**src/rtl/hermes_sender.sv**
```systemverilog
// hermes_sender: serialises one packet descriptor (header and size) followed
// by a streamed payload onto a credit-based flit link.
// Optional feature: define HERMES_SENDER_STATS_EN to count completed packets
// on pkt_sent_o. Without it, pkt_sent_o is tied to zero.
module hermes_sender #(
    parameter int FLIT_SIZE = 32
) (
    input  logic                 clk_i,
    input  logic                 rst_ni,
    input  logic                 pkt_valid_i,
    output logic                 pkt_ready_o,
    input  logic [FLIT_SIZE-1:0] header_i,
    input  logic [FLIT_SIZE-1:0] size_i,
    input  logic                 data_valid_i,
    output logic                 data_ready_o,
    input  logic [FLIT_SIZE-1:0] data_i,
    output logic                 tx_o,
    output logic                 eop_o,
    output logic [FLIT_SIZE-1:0] data_o,
    input  logic                 credit_i,
    output logic                 busy_o,
    output logic [31:0]          pkt_sent_o
);

    typedef enum logic [3:0] {
        IDLE    = 4'b0001,
        HEADER  = 4'b0010,
        SIZE    = 4'b0100,
        PAYLOAD = 4'b1000
    } state_t;

    localparam logic [FLIT_SIZE-1:0] ONE = {{(FLIT_SIZE-1){1'b0}}, 1'b1};

    state_t               state;
    logic [FLIT_SIZE-1:0] hdr_q;
    logic [FLIT_SIZE-1:0] size_q;
    logic [FLIT_SIZE-1:0] rem_q;
    logic                 ready_q;
    logic                 xfer;

    // Link-side outputs decoded from the registered state; the payload path
    // is a pass-through so the source holds data_i while credit is low.
    always_comb begin
        tx_o         = 1'b0;
        eop_o        = 1'b0;
        data_o       = '0;
        data_ready_o = 1'b0;
        case (state)
            HEADER: begin
                tx_o   = 1'b1;
                data_o = hdr_q;
            end
            SIZE: begin
                tx_o   = 1'b1;
                data_o = size_q;
                eop_o  = (size_q == '0);
            end
            PAYLOAD: begin
                tx_o         = data_valid_i;
                data_o       = data_i;
                data_ready_o = credit_i;
                eop_o        = (rem_q == ONE);
            end
            default: ;
        endcase
    end

    assign xfer        = tx_o & credit_i;
    assign pkt_ready_o = ready_q;
    assign busy_o      = (state != IDLE);

    // Packet FSM; ready_q is registered so it stays low for the first cycle
    // after reset release and for the cycle a descriptor is taken.
    always_ff @(posedge clk_i or negedge rst_ni) begin
        if (!rst_ni) begin
            state   <= IDLE;
            ready_q <= 1'b0;
            hdr_q   <= '0;
            size_q  <= '0;
            rem_q   <= '0;
        end else begin
            case (state)
                IDLE: begin
                    ready_q <= 1'b1;
                    if (pkt_valid_i && ready_q) begin
                        hdr_q   <= header_i;
                        size_q  <= size_i;
                        ready_q <= 1'b0;
                        state   <= HEADER;
                    end
                end
                HEADER: begin
                    if (xfer) state <= SIZE;
                end
                SIZE: begin
                    if (xfer) begin
                        if (size_q == '0) begin
                            state   <= IDLE;
                            ready_q <= 1'b1;
                        end else begin
                            rem_q <= size_q;
                            state <= PAYLOAD;
                        end
                    end
                end
                PAYLOAD: begin
                    // rem_q is at least 1 here, so the decrement cannot wrap
                    if (xfer) begin
                        rem_q <= rem_q - ONE;
                        if (rem_q == ONE) begin
                            state   <= IDLE;
                            ready_q <= 1'b1;
                        end
                    end
                end
                default: begin
                    state   <= IDLE;
                    ready_q <= 1'b0;
                end
            endcase
        end
    end

`ifdef HERMES_SENDER_STATS_EN
    logic [31:0] cnt_q;

    // Count packets whose last flit crossed the link, saturating at all-ones
    always_ff @(posedge clk_i or negedge rst_ni) begin
        if (!rst_ni)
            cnt_q <= '0;
        else if (xfer && eop_o && !(&cnt_q))
            cnt_q <= cnt_q + 32'd1;
    end

    assign pkt_sent_o = cnt_q;
`else
    assign pkt_sent_o = '0;
`endif

endmodule
```
**config.mk**
```make
export PLATFORM = sky130hd
export DESIGN_NAME = hermes_sender
export DESIGN_NICKNAME = d
export VERILOG_FILES = /design/src/rtl/hermes_sender.sv
export SDC_FILE = /design/constraint.sdc
export NUM_CORES = 1
export LEC_CHECK = 0
export CORE_UTILIZATION = 30
export CTS_BUF_LIST = sky130_fd_sc_hd__clkbuf_4 sky130_fd_sc_hd__clkbuf_8 sky130_fd_sc_hd__clkbuf_16
export DETAILED_ROUTE_END_ITERATION = 7
export PLACE_DENSITY = 0.59
export SLEW_MARGIN = 20
export SYNTH_ARGS = -nofsm -noshare
export SYNTH_HDL_FRONTEND = slang
export SYNTH_SLANG_ARGS = --single-unit
```
**constraint.sdc**
```tcl
create_clock -name clk_i -period 6.35 [get_ports clk_i]
set_clock_uncertainty 0.1 [all_clocks]
set_input_delay 0.635 -clock clk_i [delete_from_list [all_inputs] [get_ports clk_i]]
set_output_delay 0.635 -clock clk_i [all_outputs]
set_load 0.01 [all_outputs]
```
==> results of run 1 <==
==> cell families after synthesis <==
group           synth area share (%)
compound gates                  16.9
other cells                   0.0676
mux                             12.8
fa+ha+maj                      0.451
buf+inv                         9.27
flops                           45.6
simple gates                    14.9
==> worst max-delay path by stage <==
stage / from / endpoint / slack [ps] / depth (start not counted)
2_1_floorplan: rem_q[14] / eop_o / 3420 / 5
3_3_place_gp: rem_q[14] / eop_o / 2810 / 6
3_5_place_dp: rem_q[14] / eop_o / 2780 / 6
4_1_cts: rem_q[14] / eop_o / 2400 / 6
5_1_grt: rem_q[14] / eop_o / 2330 / 6
6_report: rem_q[14] / eop_o / 2430 / 6
==> metrics by stage <==
| stage | std cells | util, % | hold WS (ps) | worst slack [ps] | area, um^2 |
|---|---|---|---|---|---|
| after floorplan | 576 | - | 239 | 3420 | 5670 |
| after global placement | 883 | 39.0 | 391 | 2810 | 7020 |
| after detailed placement | 883 | 39.0 | 397 | 2780 | 7020 |
| after CTS | 899 | 40.6 | 39.3 | 2400 | 7330 |
| after global routing | 899 | 40.7 | 53.0 | 2330 | 7330 |
| final | 899 | 40.7 | 40.5 | 2430 | 7330 |
==> cell usage in the layout, fill, tap and decap left out, types with 3 or more instances in the layout <==
cell type,n
sky130_fd_sc_hd__clkdlybuf4s50_1,136
sky130_fd_sc_hd__dfrtp_1,100
sky130_fd_sc_hd__mux2_2,63
sky130_fd_sc_hd__inv_1,36
sky130_fd_sc_hd__nand2_1,34
sky130_fd_sc_hd__conb_1,32
sky130_fd_sc_hd__a222oi_1,31
sky130_fd_sc_hd__a21oi_1,29
sky130_fd_sc_hd__nor4_1,22
sky130_fd_sc_hd__o21ai_0,20
sky130_fd_sc_hd__nor2_1,18
sky130_fd_sc_hd__nor3_1,17
sky130_fd_sc_hd__o22ai_1,15
sky130_fd_sc_hd__clkbuf_16,9
sky130_fd_sc_hd__or4_1,8
sky130_fd_sc_hd__or3_1,8
sky130_fd_sc_hd__nand3_1,7
sky130_fd_sc_hd__buf_4,7
sky130_fd_sc_hd__nand2b_1,6
sky130_fd_sc_hd__o311ai_0,5
sky130_fd_sc_hd__nor3b_1,4
sky130_fd_sc_hd__a221o_1,4
sky130_fd_sc_hd__a32o_1,4
sky130_fd_sc_hd__nand3b_1,3
sky130_fd_sc_hd__o41ai_1,3
sky130_fd_sc_hd__a31oi_1,3
sky130_fd_sc_hd__o31ai_1,3
==> state kept, by name, summed over array words and instances, names as in the netlist <==
register and flops:
rem_q 32, pkt_ready_o 1, state 4, size_q 32
hdr_q 32
==> cell type report <==
class / instances / area, um^2
Clock buffer: 12 / 254
Clock inverter: 4 / 47.5
Fill cell: 1733 / 10700
Inverter: 36 / 135
Multi-Input combinational cell: 373 / 2650
Sequential cell: 101 / 2530
Tap cell: 229 / 287
Timing Repair Buffer: 144 / 1430
==> routing by layer <==
layer	global-route usage [%]	wire length [um]	vias to the layer above
met5	0	0	-
met4	6.71	243	0
met3	3.36	1160	18
met2	27.0	7800	220
met1	23.3	7150	2442
li1	-	-	2249
==> power groups by stage <==
stage               clock (mW)  sequential, mW  combinational, mW
floorplan                    0            1.03              0.532
global placement             0            1.15              0.696
detailed placement           0            1.15              0.711
CTS                      0.576            1.15              0.714
global route             0.603            1.18              0.779
finish                   0.563            1.15              0.709
==> critical path: cells and delay by family (launching register included) <==
family	cells	cell delay, ps
and+or+nand+nor	4	1660
buffers and inverters	1	570
DFF	1	440
AOI/OAI and AO/OA	1	160
==> impl_summary.txt, run 1 <==
----------------------------------------------------
[Pwr]
  Sequential power share ... 47.5%
  IR drop worst, VDD ... 0.146 mV
  Internal Power ... 1.63 mW
  Combinational share of power ... 29.3%
  Overall Power ... 2.42 mW
  Share of power burned in the clock network ... 23.2%
  Fraction of power spent switching nets ... 32.7%
  Leakage ... 3.06 nW
  Switching power total ... 0.792 mW
  Total power density per cell area ... 330 nW/um^2

[Floorplanning]
  Initial cell density of the core ... 30.8%
  Floorplan die width ... 138 um
  Site Rows ... 49
  DIE HEIGHT ... 138 um
  I/O pin count ... 170
  Die area ... 19000 um^2
  CORE AREA ... 18000 um^2

[Layout]
  # nets final ... 768
  Area growth, synth to finish ... 32.1%
  Diodes inserted ... 0
  Share of final-layout standard cells stronger than drive strength 1 ... 15.7%

[Placed design]
  Post-detail-place hpwl ... 11.4 mm
  RD Place Congestion ... 0.855
  Buffers added on ports ... 137

[Detailed routing]
  Count of unresolved DRC violations after routing ... 0
  Wirelength per Cell ... 18.2 um
  Via/cell ratio ... 5.48
  WL final ... 16.3 mm
  Antenna-violating nets left ... 0
  Via total after detailed routing ... 4929
  Count of TritonRoute iterations in the first routing pass ... 8
  Count of routing violations after the opening detailed-route iteration ... 461

[CTS]
  Clk root buf ... sky130_fd_sc_hd__clkbuf_16
  Number of buffers on the longest clock path ... 2
  Setup Buffers After CTS ... 0
  Hold buffer count at CTS ... 0
  Clock sinks ... 101
  Clock-pin transition on the worst setup and hold timing paths ... 70 ps
  Deepest level of the CTS H-tree ... 3
  Inserted Clock Buffers ... 9
  Source-to-sink clock delay at the later pin of the worst-skew pair ... 350 ps
  Clock tree from TritonCTS ... built
  Resized Gates After CTS ... 0

[Yosys]
  Syn Std Cell Area ... 5550 um^2
  Post-synthesis cell count ... 545
  Count leader, synth ... sky130_fd_sc_hd__dfrtp_1
  Post-synthesis sequential element count ... 101
  Count of different cell masters after synthesis ... 51
  Sequential share of the synthesized area ... 45.6%
  Async set-reset flop share out of synthesis ... 100%
  Leading post-synthesis cells by instance count ... sky130_fd_sc_hd__dfrtp_1, sky130_fd_sc_hd__mux2_2, sky130_fd_sc_hd__inv_1
  Synth Flop Type ... sky130_fd_sc_hd__dfrtp_1
  Syn_area_per_cell ... 10.2 um^2
  Cell type contributing the most total cell area after synthesis ... sky130_fd_sc_hd__dfrtp_1
  Proportion of netlist area held by the largest area contributor ... 45.1%
  Synth warnings ... 0
  Number of flops mapped to enable cells by yosys ... 0
  Top cells by area in the synthesized netlist ... sky130_fd_sc_hd__dfrtp_1, sky130_fd_sc_hd__mux2_2, sky130_fd_sc_hd__a222oi_1, sky130_fd_sc_hd__buf_4, sky130_fd_sc_hd__a21oi_1

[Critical path]
  Top fanout value on the critical path ... 7
  Endpoint class of the critical path ... output port
  Cell with the biggest individual delay on the critical path ... sky130_fd_sc_hd__or4_4
  Worst R2R Setup Slack ... 2870 ps
  Data required time at the worst endpoint ... 5610 ps
  Worst-path cell chain ... or4_4, nand2b_4, or4_4, or3_4, o22ai_1, clkdlybuf4s50_1
  Reg-to-Reg Start ... size_q[3]
  Startpoint kind of the worst setup timing path ... register
  Top cell by count, worst path ... sky130_fd_sc_hd__or4_4
  FF-to-FF End ... rem_q[17]
  CP peak stage delay ... 590 ps
  Type of the setup path with the least slack ... reg -> out
  Logic depth of the worst register-to-register path ... 6
  Worst path arrival time ... 3180 ps

[Global route]
  Initial antenna violation count ... 0
  Wire length of the first global-routing pass ... 26.5 mm
  Pin count of the biggest net entering global routing ... 86
  Via count of the first global-routing pass ... 4964
  Overflow left after global routing ... 0
  Combined global-route utilization of all metal layers ... 17.2%

[Timing]
  Total Negative Setup Slacks ... 0 ps
  Final hold violations ... 0
  Fin crit period ... 3920 ps
  Measured slew at the worst slew-check pin ... 1060 ps
  Post-route clock period utilization ... 61.7%
  Headroom to the max-slew limit ... 29.0%
  Slew Viols, Final ... 0
  RSZ-0062 raised after global routing ... no
  Maximum clock frequency ... 0.255 GHz
  Setup Viol. Count Final ... 0

[Hold path]
  Hold WC Path Type ... in -> async

[Job]
  Max Cap Violations ... 0

[Run status]
  Run status ... finished, final reports clean

----------------------------------------------------
Note: power is estimated with default switching activity, not from simulation.
==> inputs of run 2 (changes only) <==
- clock period: 6.35 -> 3.7 ns (I/O delays scaled with it)
==> run 2 against run 1 <==
Effect of this change: the run now ends with design-rule violations left; critical path type unchanged; count of clock-buffer cells in the layout shrank 1; hold slack lost 22 ps; clock power grew 71%; wire length grew 1.6%; sequential power grew 70%; sequential cell count is the same; largest cell class unchanged; combinational power grew 76%; worst setup slack lost 2000 ps; critical endpoint unchanged.
==> impl_summary.txt, run 2 (same netlist as run 1, synthesis figures left out) <==
----------------------------------------------------
[Run status]
  Run status ... complete, but fails checks
  Failing checks ... design-rule violations

[Detailed routing]
  Antenna-violating nets left ... 0
  Wirelength per Cell ... 18.3 um
  Count of routing violations after the opening detailed-route iteration ... 430
  Count of TritonRoute iterations in the first routing pass ... 8
  WL final ... 16.6 mm
  Via total after detailed routing ... 5014
  Count of unresolved DRC violations after routing ... 10
  Via/cell ratio ... 5.51

[Floorplanning]
  Initial cell density of the core ... 30.8%
  Floorplan die width ... 138 um
  Site Rows ... 49
  Die area ... 19000 um^2
  DIE HEIGHT ... 138 um
  I/O pin count ... 170
  CORE AREA ... 18000 um^2

[Critical path]
  Endpoint class of the critical path ... output port
  Top cell by count, worst path ... sky130_fd_sc_hd__or4_4
  Startpoint kind of the worst setup timing path ... register
  Worst-path cell chain ... or4_4, nand2b_4, or4_4, or3_4, o22ai_1, dlymetal6s2s_1
  Cell with the biggest individual delay on the critical path ... sky130_fd_sc_hd__or4_4
  Data required time at the worst endpoint ... 3230 ps
  Top fanout value on the critical path ... 7
  Critical path origin ... rem_q[14]
  Type of the setup path with the least slack ... reg -> out
  Worst path arrival time ... 2790 ps
  CP peak stage delay ... 590 ps
  Reg-to-Reg Start ... state[0]

[Placed design]
  Post-detail-place hpwl ... 11.8 mm
  Total placed instance area ... 7130 um^2
  Cell count after placement ... 894
  Buffers added on ports ... 137
  Post-Place Setup Slack ... 420 ps
  RD Place Congestion ... 0.919

[Pwr]
  Leakage ... 3.14 nW
  Switching power total ... 1.37 mW
  Internal Power ... 2.81 mW
  Total power density per cell area ... 562 nW/um^2
  Fraction of power spent switching nets ... 32.8%
  Sequential power share ... 46.9%
  Combinational share of power ... 30.0%
  Share of power burned in the clock network ... 23.1%
  Overall Power ... 4.18 mW
  IR drop worst, VDD ... 0.305 mV

[Hold path]
  Hold WC Path Type ... in -> async

[Layout]
  # nets final ... 779
  Final core utilization ... 41.2%
  Non-Filler Instances ... 910
  Diodes inserted ... 0
  Most common library cell in the layout ignoring fill and taps ... sky130_fd_sc_hd__clkdlybuf4s50_1
  Commonest cells after routing, fill and taps aside ... sky130_fd_sc_hd__clkdlybuf4s50_1, sky130_fd_sc_hd__dfrtp_1, sky130_fd_sc_hd__mux2_2
  Fillers ... 1704
  Regs by FF count ... hdr_q x32, rem_q x32, size_q x32
  Share of final-layout standard cells stronger than drive strength 1 ... 16.9%
  Area growth, synth to finish ... 33.9%
  Fin area ... 7430 um^2

[CTS]
  Hold buffer count at CTS ... 0
  Clock-pin transition on the worst setup and hold timing paths ... 70 ps
  Clk root buf ... sky130_fd_sc_hd__clkbuf_16
  Clock sinks ... 101
  Clock tree from TritonCTS ... built
  Source-to-sink clock delay at the later pin of the worst-skew pair ... 340 ps
  Inserted Clock Buffers ... 9
  Deepest level of the CTS H-tree ... 3
  Number of buffers on the longest clock path ... 2
  Setup Buffers After CTS ... 0

[Job]
  Max Cap Violations ... 0

[Timing]
  Slew Viols, Final ... 0
  Final hold violations ... 0
  Total Negative Setup Slacks ... 0 ps
  Worst hold slack after final layout ... 18.7 ps
  Measured slew at the worst slew-check pin ... 826 ps
  Headroom to the max-slew limit ... 45.0%
  Post-route clock period utilization ... 88.0%
  Maximum clock frequency ... 0.307 GHz
  Worst Slack Setup Final ... 444 ps
  Setup Viol. Count Final ... 0
  RSZ-0062 raised after global routing ... no
  Fin crit period ... 3260 ps

[Global route]
  Most Used Layer, Global Route ... met2
  Combined global-route utilization of all metal layers ... 17.7%
  Pin count of the biggest net entering global routing ... 63
  Via count of the first global-routing pass ... 5220
  Overflow left after global routing ... 0
  Met1 Resource Use GR ... 23.0%
  Global-route met2 utilization ... 28.8%
  Global Route met3 Usage ... 3.74%
  Initial antenna violation count ... 0
  Wire length of the first global-routing pass ... 27.5 mm

----------------------------------------------------
==> run 2: cell types whose count changed in the layout (fill, tap and decap cells not counted), sizes merged <==
| cell | change |
|---|---|
| clkdlybuf4s50 | -1 |
| dlymetal6s2s | +1 |
| inv | +1 |
| clkbuf | -1 |
| buf | +11 |
==> run 2: metal layers <==
layer  wire length (um)  part of all wire [%]
met5                  0                     0
met4                254                   1.5
met3               1130                   6.8
met2               8030                    48
met1               7190                    43
==> run 2: power groups by stage <==
stage | clock network (mW) | registers, mW | logic (mW)
after floorplan | 0 | 1.76 | 0.914
after global placement | 0 | 1.95 | 1.23
after detailed placement | 0 | 1.97 | 1.26
after CTS | 0.985 | 1.96 | 1.27
after global routing | 1.04 | 2.02 | 1.38
final | 0.964 | 1.96 | 1.25
==> run 2: layout make-up <==
type | count | area (um^2) | area share [%]
clock buffers | 11 | 240 | 3.23
clock inverters | 5 | 60.1 | 0.808
inverters | 36 | 135 | 1.82
multi-input cells | 373 | 2650 | 35.7
flip-flops and latches | 101 | 2530 | 34.0
well taps | 229 | 287 | 3.86
repair buffers | 155 | 1530 | 20.6
==> run 2: worst paths after layout <==
path / cells after the start / slack, ps / end
max: 6 / 440 / eop_o
min: 1 / 20 / rem_q[29]
max reg2reg: 4 / 990 / hdr_q[13]
min reg2reg: 1 / 410 / hdr_q[19]
max in group asynchronous: 2 / 2680 / size_q[25]
min in group clk_i: 1 / 410 / hdr_q[19]
==> run 2: worst max-delay path: cells and delay by family (launching register included) <==
family / cells / cell delay, ps
AOI/OAI and AO/OA: 1 / 150
buffers and inverters: 1 / 190
and+or+nand+nor: 4 / 1660
DFF: 1 / 440
==> run 2: repair_timing <==
item	CTS	global route
hold endpoints to repair	0	0
endpoints found under the setup margin	0	1
gates resized for setup	0	1
==> RTL edit 1: new RTL, config.mk and constraints of run 2 <==
The option `HERMES_SENDER_STATS_EN` is turned on by a define.
--- a/src/rtl/hermes_sender.sv
+++ b/src/rtl/hermes_sender.sv
@@ -4,2 +4,4 @@
 // on pkt_sent_o. Without it, pkt_sent_o is tied to zero.
+`define HERMES_SENDER_STATS_EN
+
 module hermes_sender #(
Formal check against the unedited RTL: not equivalent (a bounded check fails within 10 cycles, from zero or initial values and one cycle with rst_ni low).
==> RTL edit 1 against run 2 <==
- routed wire length up 17%
- total power increased by 30%
- worst hold slack better by 0.37 ns
- sequential cell count rose by 32
- setup slack worse by 0.28 ns
- design area grew 28%
- synthesized area rose by 24%
- final cell count up 25%
- largest cell class is now registers
==> RTL edit 1: results (changes against run 2) <==
Placed Cells -> 1,100 (+23%)
Final hold slack -> 0.388 ns (+0.370 ns)
Synth cell types -> 58 (+14%)
Clkbuf count -> 19 (+8)
Via count of the routed design -> 5,883 (+17%)
Sw power -> 1.64 mW (+20%)
DRT Wirelength -> 19,400 um (+17%)
H-tree depth -> 4 (+1)
Met1 Use GR -> 23.3% (+0.33 points)
Proportion of layout cells with a drive suffix above 1 -> 16.0% (-0.85 points)
Vias in the first global route -> 5,817 (+11%)
Finished Cell Area -> 9550 um^2 (+28%)
Non-CTS inverters -> 37 (+2.8%)
Buffering overhead -> 19.1% (-1.5 points)
Comb. pwr -> 1.30 mW (+4%)
Largest net degree at the start of global routing -> 96 (+52%)
Non-Clock Buffer Count -> 185 (+19%)
Status -> complete, no violations
Multi-input logic area -> 3250 um^2 (+23%)
Average wire per cell in the routed design -> 17.1 um (-6.2%)
Wire length on met3 -> 1240 um (+9.9%)
Detailed Place HPWL -> 13,600 um (+15%)
Core ar. -> 22,600 um^2 (+25%)
First-pass GRT wire length -> 31,700 um (+15%)
Routability cong. -> 0.826 (-10%)
Seq/Total Area, Yosys -> 48.4% (+2.8 points)
Fin nets -> 939 (+21%)
DR WL met2 -> 8720 um (+8.6%)
Worst vdd ir -> 0.000342 V (+12%)
Worst-Skew Late Latency -> 0.43 ns (+0.09 ns)
DR iter-0 viols -> 447 (+4.0%)
Seq. pwr -> 2.28 mW (+16%)
Worst reg2reg path endpoint -> pkt_sent_o[1]
Worst reg-to-reg setup slack -> 0.62 ns (-0.37 ns)
DP Worst Slack -> 0.478 ns (+0.0575 ns)
GR Layer Usage met2 -> 26.0% (-2.8 points)
Clock-cell share -> 6.72% (+2.7 points)
FF-to-FF path depth -> 7 (+3)
Fill count -> 2,181 (+28%)
Tightest Hold Check Type -> reg2reg
I/O Buffers -> 169 (+23%)
P_clk -> 1.85 mW (+92%)
Gate Count Post-Synth -> 673 (+23%)
Most frequent cells after synthesis -> dfrtp_1 (132), mux2_2 (64), nor2_1 (51)
Static leakage -> 4.10 nW (+31%)
Hold Buf Count CTS -> 1 (+1)
CTS sink count -> 133 (+32%)
Global Route met3 Usage -> 5.05% (+1.3 points)
Top post-synthesis cells by area -> dfrtp_1 (48%), mux2_2 (10%), a222oi_1 (4.7%), xnor2_1 (3.7%), a21oi_1 (3.2%)
Met1 WL -> 9190 um (+28%)
Placed Area -> 8890 um^2 (+25%)
Num CTS Buffers -> 17 (+8)
==> RTL edit 1: changes by cell type in the layout (fill, tap and decap cells not counted), sizes merged, moves of 15 or more <==
cell and change:
a21oi +16, clkdlybuf4s50 +33, conb -32, dfrtp +32
nor2 +31, o21ai +15, xnor2 +29
==> RTL edit 1: logic make-up after synthesis <==
group	after synthesis	share of synthesized area [%]
and+or+nand+nor	207	16.6
AOI/OAI and AO/OA	155	15.3
DFF	133	48.4
buffers and inverters	79	4.49
muxes	65	10.6
xor gates and xnor gates	31	3.95
adders and majority gates	3	0.546
==> RTL edit 1: how the worst max path moves through the flow <==
stage | end | slack [ns] | depth (start not counted)
finish | eop_o | 0.17 | 6
detailed placement | eop_o | 0.48 | 6
CTS | eop_o | 0.02 | 6
global placement | eop_o | 0.51 | 6
floorplan | pkt_sent_o[16] | 0.80 | 9
global route | eop_o | 0.04 | 6
==> RTL edit 2: new RTL, config.mk and constraints of run 2 <==
Without the edit above. The 4 states of `state_t` get a Gray code encoding in 2 bits.
--- a/src/rtl/hermes_sender.sv
+++ b/src/rtl/hermes_sender.sv
@@ -24,7 +24,7 @@
 
-    typedef enum logic [3:0] {
-        IDLE    = 4'b0001,
-        HEADER  = 4'b0010,
-        SIZE    = 4'b0100,
-        PAYLOAD = 4'b1000
+    typedef enum logic [1:0] {
+        IDLE    = 2'b00,
+        HEADER  = 2'b01,
+        SIZE    = 2'b11,
+        PAYLOAD = 2'b10
     } state_t;
Check against the original RTL: no difference found for any inputs over 10 cycles, from zero or initial values and one cycle with rst_ni low; not proved beyond that.
==> RTL edit 2 against run 2 <==
- sequential cell count is 2 lower
- first-iteration DRC count is 16% lower
- core utilization is 1.0 points lower
- design area is 1.2% higher
- routed wire length is 3.7% higher
- final cell count is 2.3% higher
- global-route usage is 0.24 points higher
- critical path depth stayed put
- non-clock buffer count is 3 lower
- setup slack worse by 0.089 ns
- synthesized area is 3.1% higher
- highest routed layer unchanged
- largest cell class unchanged
Power is not compared: it rests on default switching activity, and its combinational part moved more than twofold at a synthesized area within 25%.
==> RTL edit 2: results (changes against run 2) <==
I/O Buffers -> 137 (unchanged)
Worst reg2reg path endpoint -> rem_q[1]
Fin nets -> 795 (+2.1%)
Largest regs -> hdr_q x32, rem_q x32, size_q x32
Worst r2r src -> state[1]
Mux cell area share after synthesis -> 18.4% (+5.6 points)
Relative slew slack -> 40.9% (-4.1 points)
Largest net degree at the start of global routing -> 54 (-14%)
Num CTS Buffers -> 9 (unchanged)
Worst path arrival time -> 2.87 ns (+0.08 ns)
First-pass detailed-route iteration total -> 5 (-3)
CTS Buffer Depth -> 2 (unchanged)
Post-synth top flop -> dfrtp_1
Routability cong. -> 0.827 (-10%)
Post-synthesis async set-or-reset flop share -> 100% (unchanged)
Status -> complete, no violations
CP Capture Point -> eop_o
ANT cells -> 0 (unchanged)
First-pass GRT wire length -> 27,300 um (-0.65%)
Placed Area -> 7210 um^2 (+1.2%)
Reg clk slew, reported paths -> 0.07 ns (about the same)
Sw power -> 2.56 mW
Total Routing Usage GR -> 18.0% (+0.24 points)
Root buf cell -> clkbuf_16
Detailed Place HPWL -> 12,400 um (+5.3%)
Post-synthesis compound-gate area fraction -> 15.2% (-1.7 points)
FF-to-FF path depth -> 5 (+1)
Syn. warnings -> 0 (unchanged)
Worst Path Max Fanout -> 15 (+8)
Most frequent cells after synthesis -> dfrtp_1 (99), mux2_2 (64), nand2_1 (49), o21ai_0 (49), buf_4 (34)
Top post-synthesis cells by area -> dfrtp_1 (43%), mux2_2 (13%), mux2i_1 (5.8%), buf_4 (4.5%), o21ai_0 (4.3%)
Static leakage -> 3.04 nW
Initial antenna violation count -> 0 (unchanged)
Seq/Total Area, Yosys -> 43.3% (-2.3 points)
Worst vdd ir -> 0.000363 V
Synth cell types -> 51 (unchanged)
Post-synthesis adder-cell area fraction -> 0.437% (-0.014 points)
H-tree depth -> 3 (unchanged)
Proportion of layout cells with a drive suffix above 1 -> 15.8% (-1.1 points)
Critical path origin -> size_q[16]
Average wire per cell in the routed design -> 18.5 um (+1.4%)
Vias/cell -> 5.32 (-3.4%)
DR iter-0 viols -> 361 (-16%)
Post-Synth XOR/XNOR Area -> 0% (unchanged)
Tightest Hold Check Type -> reg2reg
Worst-Skew Late Latency -> 0.35 ns
Vias in the first global route -> 4,962 (-4.9%)
Setup crit end kind -> output port
Worst reg-to-reg setup slack -> 0.97 ns (-0.02 ns)
Resize count post-CTS -> 0 (unchanged)
[RTL edit 2: cell types whose count changed after synthesis, sizes merged, moves of 7 or more]
cell,before,now
mux2i,0,33
a222oi,31,0
a31oi,3,14
inv,36,4
nor2,20,33
nand2,34,49
o21ai,21,50
nor3,18,26
buf,41,51
a21oi,29,10
o31ai,3,13
o22ai,15,8
a2bb2oi,1,12
[RTL edit 2: worst min path at each step]
stage | start | endpoint | slack [ns] | cells past startpoint
2_1_floorplan | rst_ni | hdr_q[0] | -0.03 | 0
3_3_place_gp | rst_ni | hdr_q[13] | 0.37 | 1
3_5_place_dp | rst_ni | hdr_q[13] | 0.38 | 1
4_1_cts | rem_q[14] | rem_q[14] | 0.41 | 2
5_1_grt | hdr_q[6] | hdr_q[6] | 0.43 | 1
6_report | hdr_q[27] | hdr_q[27] | 0.41 | 1
[RTL edit 2: logic make-up (layout without fill, tap and decap cells)]
kind of cell               after synthesis  count (layout)
and+or+nand+nor                        161             161
AOI/OAI and AO/OA                      133             133
DFF                                     99              99
muxes                                   97              97
buffers and inverters                   81             173
adders and majority gates                2               2
other                                    1              32
[RTL edit 2: area by class of cell]
cell class,count,area (um^2)
flip-flops and latches,99,2480
clock buffers,12,248
clock inverters,4,51.3
inverters,5,18.8
repair buffers,152,1500
multi-input cells,425,2940
well taps,234,293
fillers,1806,11200
[RTL edit 2: layer usage]
layer	track usage [%]	part of all wire, %	up-vias
li1	-	-	2286
met1	23.5	44	2433
met4	6.54	2.2	0
met5	0	0	-
met3	3.83	6.3	29
met2	29.2	47	208
[RTL edit 2: worst max-delay path, cell delays in order, from the launching register on]
cell	delay, ns
dfrtp_1	0.42
nor4_1	0.56
nand4_1	0.24
nor4_4	0.32
buf_4	0.25
a41o_1	0.18
clkdlybuf4s50_1	0.55
[RTL edit 2: power by group through the flow]
| stage | clock, mW | combinational [mW] | sequential, mW |
|---|---|---|---|
| after floorplan | 0 | 2.05 | 1.99 |
| after global placement | 0 | 3.02 | 2.25 |
| after detailed placement | 0 | 3.06 | 2.28 |
| after CTS | 0.988 | 3.09 | 2.26 |
| after global routing | 1.03 | 3.34 | 2.35 |
| final | 0.970 | 3.08 | 2.26 |
[RTL edit 2: what timing repair did]
item,CTS,global route
endpoints found under the hold margin,2,0
hold buffers,1,0
setup buffers,0,0
[RTL edit 2: stage by stage]
step | hold WS (ns) | total power, mW | setup WS (ns) | instances
after floorplan | -0.0256 | 4.04 | 1.45 | 605
after global placement | 0.365 | 5.28 | 0.730 | 914
after detailed placement | 0.377 | 5.34 | 0.734 | 914
after CTS | 0.408 | 6.34 | 0.349 | 931
after global routing | 0.428 | 6.71 | 0.210 | 931
final | 0.408 | 6.31 | 0.355 | 931
